--- src/rtl/nvdla_dmaif_pkg.sv ---
// Shared definitions for the read-DMA interface mux: default payload widths,
// interface select encoding and the round-robin pointer update.
package nvdla_dmaif_pkg;

  localparam int REQ_W_DEF = 47;
  localparam int RSP_W_DEF = 65;

  localparam logic RAM_TYPE_MCIF = 1'b1;
  localparam logic RAM_TYPE_CVIF = 1'b0;

  // Per-interface arrays in the mux are indexed by the ram_type value.
  localparam int IF_MCIF = 1;
  localparam int IF_CVIF = 0;

  function automatic int rr_next(input int grant, input int n);
    return (grant + 1 >= n) ? 0 : grant + 1;
  endfunction

endpackage

--- src/rtl/nvdla_rdma_dmaif_mux_if.sv ---
// Bus bundles for the read-DMA mux: the multi-channel client side and one
// memory-interface read port (instantiated once for MCIF and once for CVIF).
interface nvdla_dmaif_client_if
  import nvdla_dmaif_pkg::*;
#(
  parameter int NUM_CH = 4,
  parameter int REQ_W  = REQ_W_DEF,
  parameter int RSP_W  = RSP_W_DEF
);
  logic [NUM_CH*REQ_W-1:0] dma_rd_req_pd;
  logic [NUM_CH-1:0]       dma_rd_req_ram_type;
  logic [NUM_CH-1:0]       dma_rd_req_vld;
  logic [NUM_CH-1:0]       dma_rd_req_rdy;
  logic [RSP_W-1:0]        dma_rd_rsp_pd;
  logic [NUM_CH-1:0]       dma_rd_rsp_vld;
  logic [NUM_CH-1:0]       dma_rd_rsp_rdy;
  logic [NUM_CH-1:0]       dma_rd_cdt_lat_fifo_pop;
  logic [NUM_CH-1:0]       dma_rd_cdt_ram_type;

  modport master (
    output dma_rd_req_pd, dma_rd_req_ram_type, dma_rd_req_vld, dma_rd_rsp_rdy,
           dma_rd_cdt_lat_fifo_pop, dma_rd_cdt_ram_type,
    input  dma_rd_req_rdy, dma_rd_rsp_pd, dma_rd_rsp_vld
  );

  modport slave (
    input  dma_rd_req_pd, dma_rd_req_ram_type, dma_rd_req_vld, dma_rd_rsp_rdy,
           dma_rd_cdt_lat_fifo_pop, dma_rd_cdt_ram_type,
    output dma_rd_req_rdy, dma_rd_rsp_pd, dma_rd_rsp_vld
  );
endinterface

interface nvdla_dmaif_mem_if
  import nvdla_dmaif_pkg::*;
#(
  parameter int REQ_W = REQ_W_DEF,
  parameter int RSP_W = RSP_W_DEF,
  parameter int CNT_W = 3
);
  logic [REQ_W-1:0] rd_req_pd;
  logic             rd_req_valid;
  logic             rd_req_ready;
  logic [RSP_W-1:0] rd_rsp_pd;
  logic             rd_rsp_valid;
  logic             rd_rsp_ready;
  logic [CNT_W-1:0] rd_cdt_pop_cnt;

  modport master (
    output rd_req_pd, rd_req_valid, rd_rsp_ready, rd_cdt_pop_cnt,
    input  rd_req_ready, rd_rsp_pd, rd_rsp_valid
  );

  modport slave (
    input  rd_req_pd, rd_req_valid, rd_rsp_ready, rd_cdt_pop_cnt,
    output rd_req_ready, rd_rsp_pd, rd_rsp_valid
  );
endinterface

--- src/rtl/nvdla_dmaif_tag_fifo.sv ---
// Flop-based FIFO of channel tags, one entry per request outstanding on a
// memory interface; the head names the channel owed the next response beat.
module nvdla_dmaif_tag_fifo #(
  parameter int DEPTH = 8,
  parameter int W     = 2
) (
  input  logic         clk,
  input  logic         rst,
  input  logic         push,
  input  logic [W-1:0] push_tag,
  input  logic         pop,
  output logic         full,
  output logic         empty,
  output logic [W-1:0] head
);
  localparam int AW = $clog2(DEPTH);
  localparam logic [AW:0] PTR_ONE = 1;

  logic [AW:0]  wr_ptr_q, wr_ptr_d, rd_ptr_q, rd_ptr_d;
  logic [W-1:0] mem_q [DEPTH];
  logic [W-1:0] mem_d [DEPTH];

  // Extra pointer bit distinguishes full from empty when the indices match.
  assign empty = (wr_ptr_q == rd_ptr_q);
  assign full  = (wr_ptr_q[AW] != rd_ptr_q[AW]) && (wr_ptr_q[AW-1:0] == rd_ptr_q[AW-1:0]);
  assign head  = mem_q[rd_ptr_q[AW-1:0]];

  always_comb begin
    mem_d    = mem_q;
    wr_ptr_d = wr_ptr_q;
    rd_ptr_d = rd_ptr_q;
    if (push && !full) begin
      mem_d[wr_ptr_q[AW-1:0]] = push_tag;
      wr_ptr_d                = wr_ptr_q + PTR_ONE;
    end
    if (pop && !empty) rd_ptr_d = rd_ptr_q + PTR_ONE;
  end

  always_ff @(posedge clk or posedge rst) begin
    if (rst) begin
      wr_ptr_q <= '0;
      rd_ptr_q <= '0;
      for (int i = 0; i < DEPTH; i++) mem_q[i] <= '0;
    end else begin
      wr_ptr_q <= wr_ptr_d;
      rd_ptr_q <= rd_ptr_d;
      mem_q    <= mem_d;
    end
  end

endmodule

--- src/rtl/nvdla_rdma_dmaif_mux.sv ---
// Read-DMA interface mux: round-robin arbitration of client read requests onto
// MCIF/CVIF, tag-steered in-order response return, and credit-pop aggregation.
module nvdla_rdma_dmaif_mux
  import nvdla_dmaif_pkg::*;
#(
  parameter int NUM_CH    = 4,
  parameter int REQ_W     = REQ_W_DEF,
  parameter int RSP_W     = RSP_W_DEF,
  parameter int TAG_DEPTH = 8,
  parameter int MAX_OUTS  = 4
) (
  input  logic                nvdla_core_clk,
  input  logic                nvdla_core_rst,
  nvdla_dmaif_client_if.slave dma,
  nvdla_dmaif_mem_if.master   mcif,
  nvdla_dmaif_mem_if.master   cvif
);
  localparam int TAG_W  = (NUM_CH > 1) ? $clog2(NUM_CH) : 1;
  localparam int CNT_W  = $clog2(NUM_CH + 1);
  localparam int OUTS_W = $clog2(MAX_OUTS + 1);

  logic [1:0]        if_req_ready, if_rsp_valid, if_rsp_ready;
  logic [RSP_W-1:0]  if_rsp_pd [2];
  logic [1:0]        tag_full, tag_empty, can_load, gnt_any;
  logic [TAG_W-1:0]  tag_head [2];
  logic [TAG_W-1:0]  gnt_idx [2];
  logic [NUM_CH-1:0] elig [2];
  logic [NUM_CH-1:0] grant [2];
  logic [NUM_CH-1:0] req_gnt, rsp_vld;
  logic [1:0]        rsp_svc;
  logic              rsp_sel, rsp_acc;
  logic [TAG_W-1:0]  rsp_head;

  logic [1:0]        req_vld_q, req_vld_d;
  logic [REQ_W-1:0]  req_pd_q [2];
  logic [REQ_W-1:0]  req_pd_d [2];
  logic [TAG_W-1:0]  ptr_q [2];
  logic [TAG_W-1:0]  ptr_d [2];
  logic [OUTS_W-1:0] outs_q [NUM_CH];
  logic [OUTS_W-1:0] outs_d [NUM_CH];
  logic              rsp_rr_q, rsp_rr_d;
  logic [CNT_W-1:0]  mcif_cnt_q, mcif_cnt_d, cvif_cnt_q, cvif_cnt_d;

  assign if_req_ready      = {mcif.rd_req_ready, cvif.rd_req_ready};
  assign if_rsp_valid      = {mcif.rd_rsp_valid, cvif.rd_rsp_valid};
  assign if_rsp_pd[IF_MCIF] = mcif.rd_rsp_pd;
  assign if_rsp_pd[IF_CVIF] = cvif.rd_rsp_pd;

  // Request arbitration: one round-robin arbiter per interface, scanning from its pointer.
  always_comb begin
    int idx;
    idx = 0;
    for (int k = 0; k < 2; k++) begin
      can_load[k] = ~req_vld_q[k] | if_req_ready[k];
      elig[k]     = '0;
      grant[k]    = '0;
      gnt_idx[k]  = '0;
      gnt_any[k]  = 1'b0;
      for (int i = 0; i < NUM_CH; i++)
        elig[k][i] = dma.dma_rd_req_vld[i] && (int'(dma.dma_rd_req_ram_type[i]) == k) &&
                     (int'(outs_q[i]) < MAX_OUTS) && !tag_full[k] && can_load[k] &&
                     !nvdla_core_rst;
      for (int off = 0; off < NUM_CH; off++) begin
        idx = int'(ptr_q[k]) + off;
        if (idx >= NUM_CH) idx = idx - NUM_CH;
        if (!gnt_any[k] && elig[k][idx]) begin
          gnt_any[k]    = 1'b1;
          gnt_idx[k]    = TAG_W'(idx);
          grant[k][idx] = 1'b1;
        end
      end
    end
  end

  assign req_gnt = grant[0] | grant[1];
  assign dma.dma_rd_req_rdy = req_gnt;

  always_comb begin
    for (int k = 0; k < 2; k++) begin
      req_vld_d[k] = req_vld_q[k] & ~if_req_ready[k];
      req_pd_d[k]  = req_pd_q[k];
      ptr_d[k]     = ptr_q[k];
      if (gnt_any[k]) begin
        req_vld_d[k] = 1'b1;
        req_pd_d[k]  = dma.dma_rd_req_pd[int'(gnt_idx[k])*REQ_W +: REQ_W];
        ptr_d[k]     = TAG_W'(rr_next(int'(gnt_idx[k]), NUM_CH));
      end
    end
  end

  nvdla_dmaif_tag_fifo #(.DEPTH(TAG_DEPTH), .W(TAG_W)) u_tag_cvif (
    .clk(nvdla_core_clk), .rst(nvdla_core_rst),
    .push(gnt_any[IF_CVIF]), .push_tag(gnt_idx[IF_CVIF]), .pop(if_rsp_ready[IF_CVIF]),
    .full(tag_full[IF_CVIF]), .empty(tag_empty[IF_CVIF]), .head(tag_head[IF_CVIF])
  );

  nvdla_dmaif_tag_fifo #(.DEPTH(TAG_DEPTH), .W(TAG_W)) u_tag_mcif (
    .clk(nvdla_core_clk), .rst(nvdla_core_rst),
    .push(gnt_any[IF_MCIF]), .push_tag(gnt_idx[IF_MCIF]), .pop(if_rsp_ready[IF_MCIF]),
    .full(tag_full[IF_MCIF]), .empty(tag_empty[IF_MCIF]), .head(tag_head[IF_MCIF])
  );

  // Response return: selection ignores client ready so vld never depends on rdy.
  always_comb begin
    rsp_svc      = if_rsp_valid & ~tag_empty;
    rsp_sel      = (rsp_svc == 2'b11) ? rsp_rr_q : rsp_svc[IF_MCIF];
    rsp_head     = tag_head[rsp_sel];
    rsp_vld      = '0;
    if_rsp_ready = '0;
    if (|rsp_svc) begin
      rsp_vld[rsp_head]     = 1'b1;
      if_rsp_ready[rsp_sel] = dma.dma_rd_rsp_rdy[rsp_head];
    end
    rsp_acc  = |if_rsp_ready;
    rsp_rr_d = rsp_acc ? ~rsp_sel : rsp_rr_q;
  end

  assign dma.dma_rd_rsp_vld = rsp_vld;
  assign dma.dma_rd_rsp_pd  = if_rsp_pd[rsp_sel];

  always_comb begin
    for (int i = 0; i < NUM_CH; i++) begin
      outs_d[i] = outs_q[i];
      case ({req_gnt[i], rsp_acc && (int'(rsp_head) == i)})
        2'b10:   outs_d[i] = outs_q[i] + OUTS_W'(1);
        2'b01:   outs_d[i] = outs_q[i] - OUTS_W'(1);
        default: outs_d[i] = outs_q[i];
      endcase
    end
  end

  always_comb begin
    mcif_cnt_d = '0;
    cvif_cnt_d = '0;
    for (int i = 0; i < NUM_CH; i++) begin
      if (dma.dma_rd_cdt_lat_fifo_pop[i]) begin
        if (dma.dma_rd_cdt_ram_type[i] == RAM_TYPE_MCIF) mcif_cnt_d = mcif_cnt_d + CNT_W'(1);
        else                                             cvif_cnt_d = cvif_cnt_d + CNT_W'(1);
      end
    end
  end

  always_ff @(posedge nvdla_core_clk or posedge nvdla_core_rst) begin
    if (nvdla_core_rst) begin
      req_vld_q  <= '0;
      rsp_rr_q   <= 1'b0;
      mcif_cnt_q <= '0;
      cvif_cnt_q <= '0;
      for (int k = 0; k < 2; k++) begin
        req_pd_q[k] <= '0;
        ptr_q[k]    <= '0;
      end
      for (int i = 0; i < NUM_CH; i++) outs_q[i] <= '0;
    end else begin
      req_vld_q  <= req_vld_d;
      req_pd_q   <= req_pd_d;
      ptr_q      <= ptr_d;
      outs_q     <= outs_d;
      rsp_rr_q   <= rsp_rr_d;
      mcif_cnt_q <= mcif_cnt_d;
      cvif_cnt_q <= cvif_cnt_d;
    end
  end

  assign mcif.rd_req_valid   = req_vld_q[IF_MCIF];
  assign mcif.rd_req_pd      = req_pd_q[IF_MCIF];
  assign mcif.rd_rsp_ready   = if_rsp_ready[IF_MCIF];
  assign mcif.rd_cdt_pop_cnt = mcif_cnt_q;
  assign cvif.rd_req_valid   = req_vld_q[IF_CVIF];
  assign cvif.rd_req_pd      = req_pd_q[IF_CVIF];
  assign cvif.rd_rsp_ready   = if_rsp_ready[IF_CVIF];
  assign cvif.rd_cdt_pop_cnt = cvif_cnt_q;

  // A response with no outstanding tag has no destination.
  a_mcif_rsp_tag: assert property (@(posedge nvdla_core_clk) disable iff (nvdla_core_rst)
    !(mcif.rd_rsp_valid && tag_empty[IF_MCIF]));
  a_cvif_rsp_tag: assert property (@(posedge nvdla_core_clk) disable iff (nvdla_core_rst)
    !(cvif.rd_rsp_valid && tag_empty[IF_CVIF]));

endmodule
--- src/flat_wrapper.sv ---
// flat-port wrapper written by rule: the top's interface ports become plain ports
module nvdla_rdma_dmaif_mux_flat import nvdla_dmaif_pkg::*;
#(
  parameter int NUM_CH    = 4,
  parameter int REQ_W     = REQ_W_DEF,
  parameter int RSP_W     = RSP_W_DEF,
  parameter int TAG_DEPTH = 8,
  parameter int MAX_OUTS  = 4
)
  (nvdla_core_clk, nvdla_core_rst, dma_dma_rd_req_pd, dma_dma_rd_req_ram_type, dma_dma_rd_req_vld, dma_dma_rd_rsp_rdy, dma_dma_rd_cdt_lat_fifo_pop, dma_dma_rd_cdt_ram_type, dma_dma_rd_req_rdy, dma_dma_rd_rsp_pd, dma_dma_rd_rsp_vld, mcif_rd_req_pd, mcif_rd_req_valid, mcif_rd_rsp_ready, mcif_rd_cdt_pop_cnt, mcif_rd_req_ready, mcif_rd_rsp_pd, mcif_rd_rsp_valid, cvif_rd_req_pd, cvif_rd_req_valid, cvif_rd_rsp_ready, cvif_rd_cdt_pop_cnt, cvif_rd_req_ready, cvif_rd_rsp_pd, cvif_rd_rsp_valid);
  nvdla_dmaif_client_if #(.NUM_CH(NUM_CH), .REQ_W(REQ_W), .RSP_W(RSP_W)) dma_i ();
  nvdla_dmaif_mem_if #(.REQ_W(REQ_W), .RSP_W(RSP_W)) mcif_i ();
  nvdla_dmaif_mem_if #(.REQ_W(REQ_W), .RSP_W(RSP_W)) cvif_i ();
  input  logic nvdla_core_clk;
  input  logic nvdla_core_rst;
  input wire logic [$bits(dma_i.dma_rd_req_pd)-1:0] dma_dma_rd_req_pd;
  input wire logic [$bits(dma_i.dma_rd_req_ram_type)-1:0] dma_dma_rd_req_ram_type;
  input wire logic [$bits(dma_i.dma_rd_req_vld)-1:0] dma_dma_rd_req_vld;
  input wire logic [$bits(dma_i.dma_rd_rsp_rdy)-1:0] dma_dma_rd_rsp_rdy;
  input wire logic [$bits(dma_i.dma_rd_cdt_lat_fifo_pop)-1:0] dma_dma_rd_cdt_lat_fifo_pop;
  input wire logic [$bits(dma_i.dma_rd_cdt_ram_type)-1:0] dma_dma_rd_cdt_ram_type;
  output wire logic [$bits(dma_i.dma_rd_req_rdy)-1:0] dma_dma_rd_req_rdy;
  output wire logic [$bits(dma_i.dma_rd_rsp_pd)-1:0] dma_dma_rd_rsp_pd;
  output wire logic [$bits(dma_i.dma_rd_rsp_vld)-1:0] dma_dma_rd_rsp_vld;
  output wire logic [$bits(mcif_i.rd_req_pd)-1:0] mcif_rd_req_pd;
  output wire logic [$bits(mcif_i.rd_req_valid)-1:0] mcif_rd_req_valid;
  output wire logic [$bits(mcif_i.rd_rsp_ready)-1:0] mcif_rd_rsp_ready;
  output wire logic [$bits(mcif_i.rd_cdt_pop_cnt)-1:0] mcif_rd_cdt_pop_cnt;
  input wire logic [$bits(mcif_i.rd_req_ready)-1:0] mcif_rd_req_ready;
  input wire logic [$bits(mcif_i.rd_rsp_pd)-1:0] mcif_rd_rsp_pd;
  input wire logic [$bits(mcif_i.rd_rsp_valid)-1:0] mcif_rd_rsp_valid;
  output wire logic [$bits(cvif_i.rd_req_pd)-1:0] cvif_rd_req_pd;
  output wire logic [$bits(cvif_i.rd_req_valid)-1:0] cvif_rd_req_valid;
  output wire logic [$bits(cvif_i.rd_rsp_ready)-1:0] cvif_rd_rsp_ready;
  output wire logic [$bits(cvif_i.rd_cdt_pop_cnt)-1:0] cvif_rd_cdt_pop_cnt;
  input wire logic [$bits(cvif_i.rd_req_ready)-1:0] cvif_rd_req_ready;
  input wire logic [$bits(cvif_i.rd_rsp_pd)-1:0] cvif_rd_rsp_pd;
  input wire logic [$bits(cvif_i.rd_rsp_valid)-1:0] cvif_rd_rsp_valid;
  assign dma_i.dma_rd_req_pd = dma_dma_rd_req_pd;
  assign dma_i.dma_rd_req_ram_type = dma_dma_rd_req_ram_type;
  assign dma_i.dma_rd_req_vld = dma_dma_rd_req_vld;
  assign dma_i.dma_rd_rsp_rdy = dma_dma_rd_rsp_rdy;
  assign dma_i.dma_rd_cdt_lat_fifo_pop = dma_dma_rd_cdt_lat_fifo_pop;
  assign dma_i.dma_rd_cdt_ram_type = dma_dma_rd_cdt_ram_type;
  assign dma_dma_rd_req_rdy = dma_i.dma_rd_req_rdy;
  assign dma_dma_rd_rsp_pd = dma_i.dma_rd_rsp_pd;
  assign dma_dma_rd_rsp_vld = dma_i.dma_rd_rsp_vld;
  assign mcif_rd_req_pd = mcif_i.rd_req_pd;
  assign mcif_rd_req_valid = mcif_i.rd_req_valid;
  assign mcif_rd_rsp_ready = mcif_i.rd_rsp_ready;
  assign mcif_rd_cdt_pop_cnt = mcif_i.rd_cdt_pop_cnt;
  assign mcif_i.rd_req_ready = mcif_rd_req_ready;
  assign mcif_i.rd_rsp_pd = mcif_rd_rsp_pd;
  assign mcif_i.rd_rsp_valid = mcif_rd_rsp_valid;
  assign cvif_rd_req_pd = cvif_i.rd_req_pd;
  assign cvif_rd_req_valid = cvif_i.rd_req_valid;
  assign cvif_rd_rsp_ready = cvif_i.rd_rsp_ready;
  assign cvif_rd_cdt_pop_cnt = cvif_i.rd_cdt_pop_cnt;
  assign cvif_i.rd_req_ready = cvif_rd_req_ready;
  assign cvif_i.rd_rsp_pd = cvif_rd_rsp_pd;
  assign cvif_i.rd_rsp_valid = cvif_rd_rsp_valid;
  nvdla_rdma_dmaif_mux #(.NUM_CH(NUM_CH), .REQ_W(REQ_W), .RSP_W(RSP_W), .TAG_DEPTH(TAG_DEPTH), .MAX_OUTS(MAX_OUTS)) u_core (.nvdla_core_clk(nvdla_core_clk), .nvdla_core_rst(nvdla_core_rst), .dma(dma_i), .mcif(mcif_i), .cvif(cvif_i));
endmodule
--- config.mk ---
export PLATFORM = sky130hd
export DESIGN_NAME = nvdla_rdma_dmaif_mux_flat
export DESIGN_NICKNAME = d
export VERILOG_FILES = /design/src/rtl/nvdla_dmaif_pkg.sv /design/src/rtl/nvdla_rdma_dmaif_mux_if.sv /design/src/rtl/nvdla_dmaif_tag_fifo.sv /design/src/rtl/nvdla_rdma_dmaif_mux.sv /design/src/flat_wrapper.sv
export SDC_FILE = /design/constraint.sdc
export NUM_CORES = 1
export LEC_CHECK = 0
export BUFFER_PORTS_ARGS = -buffer_cell sky130_fd_sc_hd__buf_2
export CORE_AREA = 3 3 201 203
export DETAILED_ROUTE_END_ITERATION = 10
export DIE_AREA = 0 0 204 206
export PLACE_DENSITY = 0.57
export SLEW_MARGIN = 30
export SYNTH_ARGS = -nofsm -noshare
export SYNTH_HDL_FRONTEND = slang
export SYNTH_SLANG_ARGS = --single-unit
--- constraint.sdc ---
create_clock -name nvdla_core_clk -period 6.55 [get_ports nvdla_core_clk]
set_input_delay 0.655 -clock nvdla_core_clk [delete_from_list [all_inputs] [get_ports nvdla_core_clk]]
set_output_delay 0.655 -clock nvdla_core_clk [all_outputs]
set_load 0.05 [all_outputs]
-- After elaboration in Yosys (flattened, before gate mapping)
Index checks and enable logic that the tools add are counted.
- add/subtract/negate cells: 34
- $mul: 2
- magnitude comparators: 41
- equal/unequal tests: 18
- shift operators: 2
- multiplexer cells: 123
- bitwise operators: 28
- reductions and logical operators: 86
- operator list (cell ; count):
    indexed part select 188 x 32 -> 47 bit ; 2
    >= comparator 32 x 1 -> 1 bit, second input constant ; 8
    < comparator 32 x 4 -> 1 bit, second input constant ; 8
    2-to-1 mux 32 bit ; 8
    2-to-1 mux 65 bit ; 3
    >= comparator 32 x 4 -> 1 bit, second input constant ; 6
    subtractor 32 x 4 -> 32 bit, second input constant ; 6
    logical AND 1 bit ; 68
    2-to-1 mux 3 bit ; 14
    2-to-1 mux 1 bit ; 40
    2-to-1 mux 2 bit ; 20
    2-to-1 mux 4 bit ; 9
    bitwise mux 16 bit ; 2
    adder 3 x 1 -> 3 bit, second input constant ; 10
    OR 4 bit ; 7
    one-hot mux 3 bit (2 select lines) ; 4
    binary-select mux 1 bit (select 2 bit) ; 9
    demux 1 bit (select 2 bit) ; 9
    adder 4 x 1 -> 4 bit, second input constant ; 4
    >= comparator 4 bit, second input constant ; 4
    multiplier 2 x 6 -> 8 bit, second input constant ; 2
    NOT 3 -> 4 bit ; 4
    == test 2 bit, second input constant ; 7
    adder 2 x 1 -> 3 bit, second input constant ; 4
    29 further kinds ; 76
- bits in registers: 167
- output and inout bits: 177

-- Longest topological paths before layout
Gate-level depths: netlist of run 1.
- word-level depth: 22
- mapped depth: 16

-- Cells and area by module
From an unflattened synthesis of run 1, not the netlist that was laid out.
- cell total of the unflattened synthesis: 1208
- area total of the unflattened synthesis: 12888.6 um2
- modules (own cells, without submodules) (module ; instances ; cells an instance ; area each (um2)):
    nvdla_rdma_dmaif_mux ; 1 ; 1016 ; 10423.7
    nvdla_dmaif_tag_fifo ; 2 ; 96 ; 1232.4

-- Least setup slack after synthesis of run 1
Ideal clock, no wire load.
- path type: flip-flop to flip-flop
- start point: register (tool-made name)
- end point: register u_core.outs_q[11] (netlist name)
- arrival: 3900 ps
- required time: 6471 ps
- slack: 2571 ps
- stages on the path, launching flop included: 15
- buffers on the path: 2
- period minus slack after synthesis: 3979 ps
- cells stage by stage: dfrtp_1 -> clkbuf_1 -> buf_1 -> inv_1 -> ha_1 -> mux4_2 -> and3_1 -> a221o_1 -> a2111oi_0 -> ha_1 -> inv_1 -> fa_1 -> xor2_1 -> nor2_1 -> xor2_1
- RTL lines (what ; RTL line ; RTL):
    end signal, assigned ; nvdla_rdma_dmaif_mux.sv:158 ; outs_q <= outs_d;
    end, declared ; nvdla_rdma_dmaif_mux.sv:39 ; logic [OUTS_W-1:0] outs_q [NUM_CH];

==> run metrics, run 1 <==
ANT nets after route 0; Layout fillers 3864; hold_buf cts 0; synthesized area 11800 sq um; GRT Util Overall 20.3%; register area 4180 sq um; pin count of the biggest net entering global routing 105; clock root buffer clkbuf_16; clk_lat worst skew 0.44 ns; Seq/Total Area, Yosys 35.5%; worst slew pin tran 0.930 ns; detailed placement HPWL 34200 um; final period utilization 69.0%; Setup Skew 0.0173 ns; clk buf depth 2; Initial Util 30.4%; Hold WC Path Type in -> async; Tmin final 4.52 ns; R2R depth 12; DRC viols 0; core area 38600 sq um; share of layout cells above drive strength 1 43.7%; clock share of power 11.4%; Layout area overhead 28.8%; f_max 221 MHz; final RePlAce weighted congestion 0.858; DR pass1 iterations 4; Startpoint Class flip-flop; Final TNS setup 0 ns; vias in the first global route 10500; Max Slew Vio Count 0; endpoints failing hold 0; distinct cell type count after synthesis 69; static leakage 7.52 nW; VDD IR max 429 uV; Setup violations, final 0; NetSw 4.67 mW; Worst Setup End Kind primary output; Die ar. 42000 sq um; global-route wire length before repair 64900 um; io pins 521; Die W 204 um; Int Pwr 3.86 mW; Rows 72; P per Cell Area 563 nW/um^2; Port Buffer Count 520; cts bufs inserted 17; Critical Path RT 5.89 ns; nets@finish 1937; Clock Sinks 167; Die Y 206 um; final std cells w/o fill 2097; Async S/R FF share, synth 100%; logic gate share of total power 65.4%; RSZ-0062 raised after global routing false; Seq pwr share 23.2%; CTS clk-pin slew, worst paths 0.07 ns; crit path DAT 3.86 ns; postcts setup bufs 0; initial antenna violation count 18; DR vias 10700; PostCTS Resize Cnt 0; # Max-Cap Violations 0; First DRT Iteration DRCs 631; Yosys warning count 0; DR vias/cell 5.11; area of the multi-input gates 6930 sq um; critical-path maximum fanout 19; top_reg_cell synth dfrtp_1; placed cell count 2057; Wirelength per Cell 21.5 um; run status finished, final reports clean; Synth Instances 1086; WL final 45000 um; Syn Nets 1465; Slew headroom 38.0%; synthesized flop and latch total 167; htree depth 4; Net Sw Frac 54.8%; critical path class reg -> out; CTS tree yes; number of synthesized flops with an enable pin 0; synthesized area per cell 10.8 sq um; total global routing overflow 0
[area by class of cell]
type | count | share of cell area [%]
clock buffer | 21 | 3.04
clock inverter | 11 | 0.578
inverter | 26 | 0.677
timing repair buffer | 532 | 17.9
tap | 518 | 4.28
multi-input combinational | 814 | 45.8
sequential | 167 | 27.6
antenna | 8 | 0.132
[worst max-delay path, cell delays in order, from the launching register on]
cell and delay (ns):
dfrtp_1 0.81, inv_1 0.26, ha_1 0.50, mux4_2 0.40
a2111oi_0 0.65, and2_1 0.23, a221o_1 0.16, a2111o_1 0.14
buf_2 0.26
[registers in the layout, indices dropped and copies added (netlist names), 3 cells and up, named ones only]
signal                      flops
u_core.u_tag_cvif.wr_ptr_q      4
u_core.cvif.rd_req_pd          47
u_core.outs_q                  12
u_core.ptr_q                    3
u_core.mcif.rd_cdt_pop_cnt      3
u_core.u_tag_mcif.rd_ptr_q      4
u_core.u_tag_cvif.mem_q        16
u_core.mcif.rd_req_pd          47
u_core.u_tag_mcif.wr_ptr_q      4
u_core.u_tag_cvif.rd_ptr_q      4
u_core.cvif.rd_cdt_pop_cnt      3
u_core.u_tag_mcif.mem_q        16
[logic make-up (layout without fill, tap and decap cells)]
group,Yosys count,after routing,synth area share [%]
XOR/XNOR,41,41,3.05
multiplexers,302,302,27.9
AO/OA/AOI/OAI,176,176,12.7
flip-flops,167,167,35.5
AND/OR/NAND/NOR,260,260,10.9
other,0,8,0
buffers and inverters,105,590,5.89
adder cells (fa/ha/maj),35,35,3.98
[power groups by stage]
stage | Sequential, mW | Combinational (mW) | Clock, mW
after CTS | 1.98 | 5.59 | 1.00
after floorplan | 2.88 | 3.52 | 0
after detailed placement | 1.98 | 5.58 | 0
after global routing | 2.05 | 5.93 | 1.04
final | 1.98 | 5.58 | 0.970
after global placement | 1.98 | 5.52 | 0
[metal layers]
layer	share of wire, %	vias to the layer above	global-route usage [%]
met5	0.15	-	0
met4	2.1	12	6.07
met3	8.8	49	6.17
met2	46	408	31.0
met1	43	5208	27.8
li1	-	5040	-
[cells in the mapped netlist (3+ instances only)]
master | n | area [sq um]
nand4bb_1 | 4 | 45.0
o221ai_1 | 92 | 806
nor2_1 | 29 | 109
and2_1 | 13 | 81.3
buf_12 | 15 | 300
nand2_1 | 142 | 533
nor4b_1 | 6 | 52.6
nand4_1 | 3 | 18.8
mux2i_1 | 199 | 1990
a22oi_1 | 4 | 30.0
nor2b_1 | 8 | 50.1
o41a_1 | 3 | 33.8
buf_2 | 5 | 25.0
a211oi_1 | 3 | 22.5
a2111o_1 | 5 | 56.3
o21ai_0 | 19 | 95.1
ha_1 | 31 | 388
nand4b_1 | 4 | 35.0
a21oi_1 | 6 | 30.0
clkbuf_1 | 52 | 195
nand3_1 | 15 | 75.1
mux2_2 | 90 | 1010
buf_4 | 3 | 22.5
a2111oi_0 | 7 | 61.3
xnor2_1 | 17 | 149
fa_1 | 4 | 80.1
nor3_1 | 11 | 55.1
xor2_1 | 24 | 210
and3_1 | 7 | 43.8
a221o_1 | 4 | 40.0
o41ai_1 | 4 | 35.0
mux4_2 | 12 | 270
dfrtp_1 | 167 | 4180
inv_1 | 26 | 97.6
a21o_1 | 4 | 30.0
[cells in the final DEF, fill, tap and decap left out, types with 3 or more instances in the layout]
master / count
and2_1: 13
xnor2_1: 17
clkbuf_16: 17
nor2_1: 29
buf_4: 10
a221o_1: 4
ha_1: 31
nor3_1: 11
a211oi_1: 3
a21o_1: 3
fa_1: 4
mux2_2: 90
dfrtp_1: 167
nand3_1: 14
nand2_1: 138
a2111o_1: 5
nor2b_1: 8
xor2_1: 24
o21ai_0: 19
o41a_1: 3
o221ai_1: 92
nand4b_1: 4
o41ai_1: 4
a22oi_1: 4
inv_6: 5
inv_1: 25
a21oi_1: 6
mux2i_1: 199
nor4b_1: 6
mux4_2: 12
nand4_1: 3
a2111oi_0: 7
buf_2: 520
nand4bb_1: 4
clkinvlp_4: 3
and3_1: 7
diode_2: 8
[final timing paths]
kind                                    start                    endpoint  slack (ns)
min reg2reg                  u_core.outs_q[9]            u_core.outs_q[9]        0.47
max                                 flip-flop       dma_dma_rd_req_rdy[2]        2.03
max reg2reg                         flip-flop           u_core.outs_q[11]        2.29
min                            nvdla_core_rst            u_core.outs_q[7]        0.40
max in group asynchronous      nvdla_core_rst  u_core.u_tag_mcif.mem_q[8]        4.84
min in group nvdla_core_clk  u_core.outs_q[9]            u_core.outs_q[9]        0.47
[metrics by stage]
stage / setup slack (ns) / hold slack (ns) / instance area, sq um / utilization, % / total power, mW
floorplan: 1.26 / 0.437 / 11800 / - / 6.40
global placement: 2.38 / 0.451 / 14600 / 37.7 / 7.50
detailed placement: 2.29 / 0.455 / 14600 / 37.7 / 7.56
CTS: 2.03 / 0.419 / 15100 / 39.1 / 8.58
global route: 1.72 / 0.466 / 15100 / 39.2 / 9.02
finish: 2.03 / 0.397 / 15100 / 39.2 / 8.53
Note: power is estimated with default switching activity, not from simulation.
==> run 2: changes to the inputs <==
--- a/config.mk
+++ b/config.mk
@@ -5,11 +5,12 @@
 export SDC_FILE = /design/constraint.sdc
 export NUM_CORES = 1
 export LEC_CHECK = 0
+export ABC_AREA = 1
 export BUFFER_PORTS_ARGS = -buffer_cell sky130_fd_sc_hd__buf_2
-export CORE_AREA = 3 3 201 203
+export CORE_AREA = 3 3 202 204
 export DETAILED_ROUTE_END_ITERATION = 10
-export DIE_AREA = 0 0 204 206
-export PLACE_DENSITY = 0.57
+export DIE_AREA = 0 0 205 207
+export PLACE_DENSITY = 0.63
 export SLEW_MARGIN = 30
 export SYNTH_ARGS = -nofsm -noshare
 export SYNTH_HDL_FRONTEND = slang
==> constraint.sdc (replaced) <==
create_clock -name nvdla_core_clk -period 3.7 [get_ports nvdla_core_clk]
set_input_delay 0.37 -clock nvdla_core_clk [delete_from_list [all_inputs] [get_ports nvdla_core_clk]]
set_output_delay 0.37 -clock nvdla_core_clk [all_outputs]
set_load 0.05 [all_outputs]
==> run 2 against run 1 <==
Clock power grew 100%. Via count is 48% higher. Largest power group unchanged. Highest routed layer unchanged. Flip-flop and latch count unchanged. Critical endpoint unchanged. Combinational power increased to 2.5 times the previous value. Count of clock-buffer cells in the layout is 2 lower. First-iteration DRC count increased by 78%. Hold slack worse by 0.29 ns. Sequential share of layout area shrank 3.5 points. Non-clock buffer count grew 32. Sequential power rose by 69%.
==> run metrics, run 2 <==
cts bufs inserted 17 (unchanged); number of synthesized flops with an enable pin 0 (unchanged); wl on met1 22600 um (was 19200 um); clk buf depth 2 (unchanged); DR vias/cell 4.96 (was 5.11); Synth area leaders dfrtp_1, nand2_1, nand3_1 (was dfrtp_1, mux2i_1, mux2_2); register-to-register setup slack 0.39 ns (was 2.29 ns); synthesized area per cell 6.09 sq um (was 10.8 sq um); Yosys top cell by area dfrtp_1 (unchanged); min-delay src cvif_rd_req_ready; DR WL met2 25600 um (was 20800 um); final RePlAce weighted congestion 0.915 (was 0.858); DR vias 15900 (was 10700); most common cell in the netlist nand2_1 (was mux2i_1); Setup Skew 0.0181 ns (was 0.0173 ns); R2R Path End u_core.outs_q[5] (was u_core.outs_q[11]); Port Buffer Count 520 (unchanged); total global routing overflow 0 (unchanged); nets@finish 3036 (was 1937); core area 39500 sq um (was 38600 sq um); Die ar. 42400 sq um (was 42000 sq um); Hold WC Path Type in -> reg (was in -> async); GRT Util Overall 25.2% (was 20.3%); CTS tree yes (unchanged); Initial Util 33.9% (was 30.4%); worst slew pin tran 0.899 ns (was 0.930 ns); crit path DAT 3.08 ns (was 3.86 ns); synth cell count leaders nand2_1, nand3_1, inv_1 (was mux2i_1, dfrtp_1, nand2_1); crit path to dma_dma_rd_req_rdy[2] (unchanged); Worst Setup End Kind primary output (unchanged); share of layout cells above drive strength 1 24.7% (was 43.7%); Max Slew Vio Count 0 (unchanged); WL final 54800 um (was 45000 um); routed wl met3 4860 um (was 3980 um); io pins 521 (unchanged); VDD IR max 886 uV (was 429 uV); post-synth top area share 31.3% (was 35.5%); Rows 73 (was 72); Setup violations, final 0 (unchanged); RSZ-0062 raised after global routing false (unchanged); RR Startpoint u_core.u_tag_mcif.rd_ptr_q[1]; Wirelength per Cell 17.1 um (was 21.5 um); run status finished, final reports clean (unchanged); initial antenna violation count 17 (was 18); Die Y 207 um (was 206 um); top_reg_cell synth dfrtp_1 (unchanged); global-route wire length before repair 84700 um (was 64900 um); P per Cell Area 1120 nW/um^2 (was 563 nW/um^2); Yosys warning count 0 (unchanged); endpoints failing hold 0 (unchanged); clk_lat worst skew 0.47 ns (was 0.44 ns); DR pass1 iterations 5 (was 4); pin count of the biggest net entering global routing 96 (was 105); CTS clk-pin slew, worst paths 0.07 ns (about the same); First DRT Iteration DRCs 1126 (was 631); Seq/Total Area, Yosys 31.3% (was 35.5%); clock root buffer clkbuf_16 (unchanged); final period utilization 93.2%; htree depth 4 (unchanged); synthesized flop and latch total 167 (unchanged); Tmin final 3.45 ns; commonest non-fill, non-tap cell in the layout nand2_1 (was buf_2); ANT nets after route 0 (unchanged); DRC viols 0 (unchanged); Async S/R FF share, synth 100% (unchanged); Clock Sinks 167 (unchanged); R2R depth 18 (was 12); Syn Nets 2573 (was 1465); f_max 290 MHz; distinct cell type count after synthesis 41 (was 69); CP startpoint nvdla_core_rst; Layout area overhead 29.7% (was 28.8%); Synth Instances 2194 (was 1086); Critical Path RT 3.33 ns (was 5.89 ns); Slew headroom 40.0% (was 38.0%); Startpoint Class input port (was flip-flop); DP Worst Slack 0.255 ns (was 2.29 ns); static leakage 10.2 nW (was 7.52 nW); most frequent cells in the layout nand2_1, buf_2, nand3_1 (was buf_2, mux2i_1, dfrtp_1); vias in the first global route 15300 (was 10500); synthesized area 13400 sq um (was 11800 sq um); critical path class in -> out (was reg -> out); detailed placement HPWL 40100 um (was 34200 um); Tot Pwr 19.4 mW (was 8.53 mW); uppermost layer routed met5 (unchanged); final critical-path setup slack 0.253 ns (was 2.03 ns); Die W 205 um (was 204 um); critical-path maximum fanout 8 (was 19); # Max-Cap Violations 0 (unchanged)
## run 2: stage by stage
step / area, sq um / hold WS [ns] / utilization [%] / TNS, ns / std cells
after floorplan: 13500 / 0.437 / - / -148.05 / 2194
after global placement: 16700 / 0.275 / 42.2 / 0 / 3162
after detailed placement: 16700 / 0.284 / 42.2 / 0 / 3162
after CTS: 17300 / 0.0771 / 43.8 / 0 / 3194
after global routing: 17300 / 0.0846 / 43.9 / 0 / 3198
final: 17300 / 0.104 / 43.9 / 0 / 3203
## run 2: worst max-delay path, cell delays in order
cell and delay, ns:
dlygate4sd3_1 0.53, buf_2 0.13, clkinvlp_4 0.12, nand3_1 0.16, nor2_1 0.20, nand3_1 0.12, nand2_1 0.11, nand2_2 0.08
nand2_4 0.12, nor2_1 0.07, a22oi_1 0.20, o21ai_0 0.13, nor2_1 0.13, and3_1 0.26, clkinvlp_4 0.12, buf_2 0.22
## run 2: area by class of cell
| type | instances | area [sq um] |
|---|---|---|
| Inverter | 228 | 872 |
| Clock buffer | 19 | 433 |
| Timing Repair Buffer | 564 | 3140 |
| Sequential cell | 167 | 4180 |
| Fill cell | 4153 | 22100 |
| Antenna cell | 9 | 22.5 |
| Tap cell | 525 | 657 |
| Multi-Input combinational cell | 1679 | 7860 |
| Clock inverter | 12 | 176 |
## run 2: metal layers
| layer | GRT usage (%) | vias up |
|---|---|---|
| met4 | 8.77 | 20 |
| met1 | 31.6 | 7304 |
| li1 | - | 7742 |
| met5 | 0 | - |
| met3 | 6.88 | 114 |
| met2 | 41.5 | 704 |
## run 2: timing repair
item                                    4_1_cts  5_1_grt
hold endpoints to repair                      1        0
resized for setup                             0       11
buffers inserted                              0        0
hold buffers                                  1        0
endpoints found under the setup margin        0       13
## run 2: power breakdown
group	total, mW	internal (mW)	leakage (nW)	switching, mW
combinational	14.1	3.85	7.89	10.3
sequential	3.35	2.77	2.05	0.582
clock	1.97	1.13	0.293	0.839
total	19.4	7.75	10.2	11.7
## run 2: worst min-delay path by stage
stage                                      to  slack [ns]  cells past startpoint
after CTS                 u_core.req_vld_q[0]        0.08                      2
final                     u_core.req_vld_q[0]        0.10                      2
after global placement              async pin        0.28                      2
after detailed placement            async pin        0.28                      2
after floorplan              u_core.outs_q[0]        0.44                      1
after global routing      u_core.req_vld_q[0]        0.08                      2
## run 2: kinds of logic after synthesis
family | count (synthesis) | share of synthesized area, %
multiplexers | 1 | 0.0842
adder cells (fa/ha/maj) | 35 | 3.50
AO/OA/AOI/OAI | 101 | 4.04
XOR/XNOR | 24 | 1.63
flip-flops | 167 | 31.3
buffers and inverters | 348 | 11.2
AND/OR/NAND/NOR | 1518 | 48.3
